==> src/rtl/ahb_pkg.sv <==
// Shared AHB-Lite encodings, widths and bridge state type for the CPU-to-AHB
// master bridge.
package ahb_pkg;

  localparam int AHB_ADDR_W  = 32;
  localparam int AHB_DATA_W  = 32;
  localparam int AHB_TRANS_W = 2;
  localparam int AHB_SIZE_W  = 3;
  localparam int AHB_RESP_W  = 2;

  typedef enum logic [AHB_TRANS_W-1:0] {
    HTRANS_IDLE   = 2'b00,
    HTRANS_BUSY   = 2'b01,
    HTRANS_NONSEQ = 2'b10,
    HTRANS_SEQ    = 2'b11
  } htrans_e;

  typedef enum logic [AHB_RESP_W-1:0] {
    HRESP_OKAY  = 2'b00,
    HRESP_ERROR = 2'b01,
    HRESP_RETRY = 2'b10,
    HRESP_SPLIT = 2'b11
  } hresp_e;

  typedef enum logic [AHB_SIZE_W-1:0] {
    HSIZE_BYTE = 3'd0,
    HSIZE_HALF = 3'd1,
    HSIZE_WORD = 3'd2
  } hsize_e;

  typedef enum logic [2:0] {
    ST_IDLE = 3'd0,
    ST_REQ  = 3'd1,
    ST_ADDR = 3'd2,
    ST_DATA = 3'd3,
    ST_DONE = 3'd4
  } bridge_state_e;

  // Sizes wider than a word are rejected along with misaligned half/word accesses.
  function automatic logic bad_access(input logic [AHB_SIZE_W-1:0] size,
                                      input logic [1:0] addr_lo);
    return (size > HSIZE_WORD) ||
           (size == HSIZE_HALF && addr_lo[0]) ||
           (size == HSIZE_WORD && addr_lo != 2'b00);
  endfunction

endpackage

==> src/rtl/ahb_master_bridge.sv <==
// Single-transfer CPU request port to one arbitrated AHB-Lite master port.
// Retries on RETRY/SPLIT up to MAX_RETRY times, reports ERROR to the CPU.
module ahb_master_bridge
  import ahb_pkg::*;
#(
  parameter int          ADDR_W    = AHB_ADDR_W,
  parameter int          DATA_W    = AHB_DATA_W,
  parameter int unsigned MAX_RETRY = 15
) (
  input  logic                   HCLK,
  input  logic                   HRESET,
  input  logic                   cpu_req,
  input  logic                   cpu_we,
  input  logic [ADDR_W-1:0]      cpu_addr,
  input  logic [AHB_SIZE_W-1:0]  cpu_size,
  input  logic [DATA_W-1:0]      cpu_wdata,
  output logic                   cpu_busy,
  output logic                   cpu_ready,
  output logic                   cpu_err,
  output logic [DATA_W-1:0]      cpu_rdata,
  output logic                   HBUSREQ,
  output logic                   HLOCK,
  input  logic                   HGRANT,
  output logic [AHB_TRANS_W-1:0] HTRANS,
  output logic [ADDR_W-1:0]      HADDR,
  output logic                   HWRITE,
  output logic [AHB_SIZE_W-1:0]  HSIZE,
  output logic [DATA_W-1:0]      HWDATA,
  input  logic                   HREADY,
  input  logic [AHB_RESP_W-1:0]  HRESP,
  input  logic [DATA_W-1:0]      HRDATA
);

  localparam logic [4:0] MAX_RETRY_C = 5'(MAX_RETRY);

  bridge_state_e          state_q, state_d;
  logic                   we_q;
  logic [ADDR_W-1:0]      addr_q;
  logic [AHB_SIZE_W-1:0]  size_q;
  logic [DATA_W-1:0]      wdata_q;
  logic [DATA_W-1:0]      rdata_q;
  logic [3:0]             retry_cnt_q;
  logic                   err_q;
  logic [4:0]             retry_nxt;
  logic                   retry_exhausted;
  logic                   req_bad;

  // One extra bit so the count past MAX_RETRY=15 is still visible.
  assign retry_nxt       = {1'b0, retry_cnt_q} + 5'd1;
  assign retry_exhausted = (retry_nxt > MAX_RETRY_C);
  assign req_bad         = bad_access(cpu_size, cpu_addr[1:0]);

  always_ff @(posedge HCLK or posedge HRESET) begin
    if (HRESET) state_q <= ST_IDLE;
    else        state_q <= state_d;
  end

  always_comb begin
    state_d = state_q;
    unique case (state_q)
      ST_IDLE: if (cpu_req) state_d = req_bad ? ST_DONE : ST_REQ;
      ST_REQ:  if (HGRANT && HREADY) state_d = ST_ADDR;
      ST_ADDR: if (HREADY) state_d = ST_DATA;
      ST_DATA: begin
        if (HREADY) begin
          if (HRESP == HRESP_OKAY || HRESP == HRESP_ERROR) state_d = ST_DONE;
          else state_d = retry_exhausted ? ST_DONE : ST_REQ;
        end
      end
      ST_DONE: state_d = ST_IDLE;
      default: state_d = ST_IDLE;
    endcase
  end

  always_ff @(posedge HCLK or posedge HRESET) begin
    if (HRESET) begin
      we_q        <= 1'b0;
      addr_q      <= '0;
      size_q      <= '0;
      wdata_q     <= '0;
      rdata_q     <= '0;
      retry_cnt_q <= '0;
      err_q       <= 1'b0;
    end else begin
      if (state_q == ST_IDLE && cpu_req) begin
        we_q        <= cpu_we;
        addr_q      <= cpu_addr;
        size_q      <= cpu_size;
        wdata_q     <= cpu_wdata;
        retry_cnt_q <= '0;
        err_q       <= req_bad;
      end
      if (state_q == ST_DATA && HREADY) begin
        unique case (HRESP)
          HRESP_OKAY: begin
            err_q <= 1'b0;
            if (!we_q) rdata_q <= HRDATA;
          end
          HRESP_ERROR: err_q <= 1'b1;
          default: begin
            retry_cnt_q <= retry_nxt[3:0];
            if (retry_exhausted) err_q <= 1'b1;
          end
        endcase
      end
    end
  end

  always_comb begin
    cpu_busy  = (state_q != ST_IDLE);
    cpu_ready = (state_q == ST_DONE);
    cpu_err   = (state_q == ST_DONE) && err_q;
    HBUSREQ   = (state_q == ST_REQ) || (state_q == ST_ADDR);
    HTRANS    = (state_q == ST_ADDR) ? HTRANS_NONSEQ : HTRANS_IDLE;
  end

  assign HLOCK     = 1'b0;
  assign HADDR     = addr_q;
  assign HWRITE    = we_q;
  assign HSIZE     = size_q;
  assign HWDATA    = wdata_q;
  assign cpu_rdata = rdata_q;

endmodule

==> config.mk <==
export PLATFORM = sky130hd
export DESIGN_NAME = ahb_master_bridge
export DESIGN_NICKNAME = d
export VERILOG_FILES = /design/src/rtl/ahb_pkg.sv /design/src/rtl/ahb_master_bridge.sv
export SDC_FILE = /design/constraint.sdc
export NUM_CORES = 1
export LEC_CHECK = 0
export BUFFER_PORTS_ARGS = -buffer_cell sky130_fd_sc_hd__buf_2
export CORE_ASPECT_RATIO = 0.5
export CORE_UTILIZATION = 49
export DETAILED_ROUTE_END_ITERATION = 12
export GPL_TIMING_DRIVEN = 0
export PLACE_DENSITY = 0.93
export SYNTH_ARGS = -nofsm -noshare
export SYNTH_HDL_FRONTEND = slang
export SYNTH_SLANG_ARGS = --single-unit
==> constraint.sdc <==
create_clock -name HCLK -period 7.1 [get_ports HCLK]
set_clock_uncertainty 0.1 [all_clocks]
set_input_delay 0.355 -clock HCLK [delete_from_list [all_inputs] [get_ports HCLK]]
set_output_delay 0.355 -clock HCLK [all_outputs]
set_load 0.005 [all_outputs]
==> impl_metrics.tcl <==
set metrics [dict create \
    leakagePower_nw 3.04 \
    cts_max_level 3 \
    r2r_end "HADDR[6]" \
    maxCapViolCount 0 \
    syn_avg_cell_area_sq_um 15.4 \
    period_share_pct 29.4 \
    cts_tree "done" \
    syn2layout_area_growth_pct 35.6 \
    detail-route-antenna-nets 0 \
    p_per_area_nw_per_um2 377 \
    whs_ps 52.5 \
    routedWlPerCell_microns 15.5 \
    drt-initial-drc-count 127 \
    netlist_area_sq_um 4300 \
    ctsHoldBuffers 0 \
    grt_first_pass_wirelength_mm 14.5 \
    reg2reg_slack_ps 5010 \
    relSlewSlack_pct 49.0 \
    hold_viol_final 0 \
    maxUsedRoutingLayer "met4" \
    overflow 0 \
    die_h_microns 68.3 \
    io_buffers 211 \
    final.fill_count 574 \
    status "finished clean" \
    tightestPinTransition_ps 756 \
    peakVddDrop_mv 0.200 \
    cp_slowest_cell "nor4b_4" \
    clkTransAtPathRegs_ps 70 \
    final_nets 613 \
    period_minus_slack_ps 2090 \
    n_antenna_cell 0 \
    end_kind "flip-flop" \
    slew_violations 0 \
    netlist_instances 280 \
    grt_usage_pct 20.8 \
    reg2regPathDepth 4 \
    cts_sinks 108 \
    dieArea_sq_um 9190 \
    path_cells "clkbuf_1 > nor4b_4 > buf_2 > mux2_2" \
    vias 3062 \
    worstPathMaxFanout 10 \
    wl_met1_mm 3.64 \
    crit_type "flip-flop to flip-flop" \
    wl_met3_microns 345 \
    hp-class "input pin to async pin" \
    crit_buf_inv 2 \
    cts_made_buffers 9 \
    synth_area_leaders "dfrtp_1 63%, mux2_2 26%, buf_2 0.81%" \
    rsz0062_at_grt "false" \
    synth_top_area_share_pct 62.8 \
    antenna_found_initial 0 \
    start_kind "flip-flop" \
    clock_path_buffers 2 \
    r2r-start "state_q[2]" \
    cts_root_buffer "clkbuf_16" \
    first_global_vias 3083 \
    rows 23 \
    setup_viol 0 \
    cts_resized 0 \
    grt_max_degree 59 \
    core_sq_um 8260 \
    drive_above_1_share_pct 67.2 \
    cts_setup_buffers 0 \
    start_util_pct 52.1 \
    wl_met2_mm 5.51 \
    cpLargestDelayFamily "buffers and inverters" \
    cp.required_ps 7220 \
    yosysSeqAreaShare_pct 62.8 \
    synth.distinct_cells 37 \
    dpl.hpwl_mm 7.31 \
    place.gp.congestion 0.799 \
    drc 0 \
    dieWidth_microns 135 \
    wl_mm 9.62 \
    synth_seq_cells 108 \
    arrival_ps 2210 \
    fmax_ghz 0.479 \
    fin_setup_tns_ps 0 \
    cp_slowest_stage_delay_ps 540 \
    clk_latency_ps 330 \
    yosysWarnings 0 \
    io_pins 214 \
    dr.pass1.iters 4 \
    synth_largest_area_cell "dfrtp_1" \
    viasPerCell 4.93 \
]
worst max-delay path by stage:
| stage | start | end | slack (ps) | depth (start not counted) |
|---|---|---|---|---|
| after global routing | state_q[2] | HWDATA[17] | 4860 | 4 |
| after detailed placement | state_q[2] | HWDATA[22] | 4980 | 4 |
| after CTS | state_q[2] | HWDATA[22] | 4990 | 4 |
| after global placement | HRESET | cpu_rdata[2] | 2680 | 2 |
| final | state_q[2] | HADDR[6] | 5010 | 4 |
| after floorplan | HRESET | HADDR[0] | 3800 | 1 |
state kept, by name, indices dropped and copies added, names as in the netlist:
| name | flops |
|---|---|
| HWDATA | 32 |
| cpu_rdata | 32 |
| HWRITE | 1 |
| HADDR | 32 |
| HSIZE | 3 |
| retry_cnt_q | 4 |
| err_q | 1 |
| state_q | 3 |
synth_stat cells, drive strengths merged:
master,n
nor2,6
or3,1
nand3,2
nor4b,1
nor3,2
a21o,2
and4b,1
a221oi,1
or2,1
o21ai,4
xnor2,1
a211o,1
conb,1
and2,1
nor3b,1
xor2,1
mux2,100
and3,2
dfrtp,108
o21a,2
inv,3
buf,12
a21oi,3
ha,2
clkbuf,3
nor4,1
o41ai,2
nand4b,1
a2111oi,1
o32a,1
a31oi,2
nand2,8
nand2b,1
o21bai,1
cells in the final DEF, fill, tap and decap left out, drive strengths merged, types with 3 or more instances in the layout:
cell	instances
a21oi	3
buf	224
clkbuf	15
dfrtp	108
inv	3
mux2	100
nand2	8
nor2	6
o21ai	4
cell families (layout without fill, tap and decap cells):
group                      after synthesis  count (layout)  share of synthesized area, %
muxes                                  100             100                          26.2
buffers and inverters                   18             246                          2.47
other                                    1               2                        0.0871
xor gates and xnor gates                 2               2                         0.407
adders and majority gates                2               2                         0.581
DFF                                    108             108                          62.8
AOI/OAI and AO/OA                       20              20                          3.23
and+or+nand+nor                         29              29                          4.27
routing by layer:
layer  up-vias  GRT usage [%]
li1       1447              -
met5         -              0
met2        95           42.1
met1      1508           22.2
met4         0           6.60
met3        12           4.52
layout make-up:
class | instances | area, sq um | area share, %
Clock inverter | 4 | 47.5 | 0.814
Inverter | 3 | 13.8 | 0.236
Clock buffer | 12 | 256 | 4.39
Sequential cell | 108 | 2700 | 46.3
Multi-Input combinational cell | 155 | 1500 | 25.7
Buffer | 15 | 95.1 | 1.63
Timing Repair Buffer | 212 | 1080 | 18.6
Tap cell | 112 | 140 | 2.40
per-stage QoR:
step	total power (W)	setup slack, ps	std cells	instance area [sq um]	util (%)
after global routing	0.00234	4860	621	5840	70.7
after floorplan	0.00137	3800	281	4310	-
after detailed placement	0.00173	4980	605	5530	67.0
after CTS	0.00223	4990	621	5840	70.7
final	0.00220	5010	621	5840	70.7
after global placement	0.00168	2680	604	5500	66.6
report_power, final:
part           switching [W]  leakage [nW]  internal, W
Combinational       0.000310          1.54     0.000434
Clock               0.000208         0.149     0.000292
Sequential          0.000114          1.35     0.000846
Total               0.000632          3.04      0.00157
Note: power is estimated with default switching activity, not from simulation.
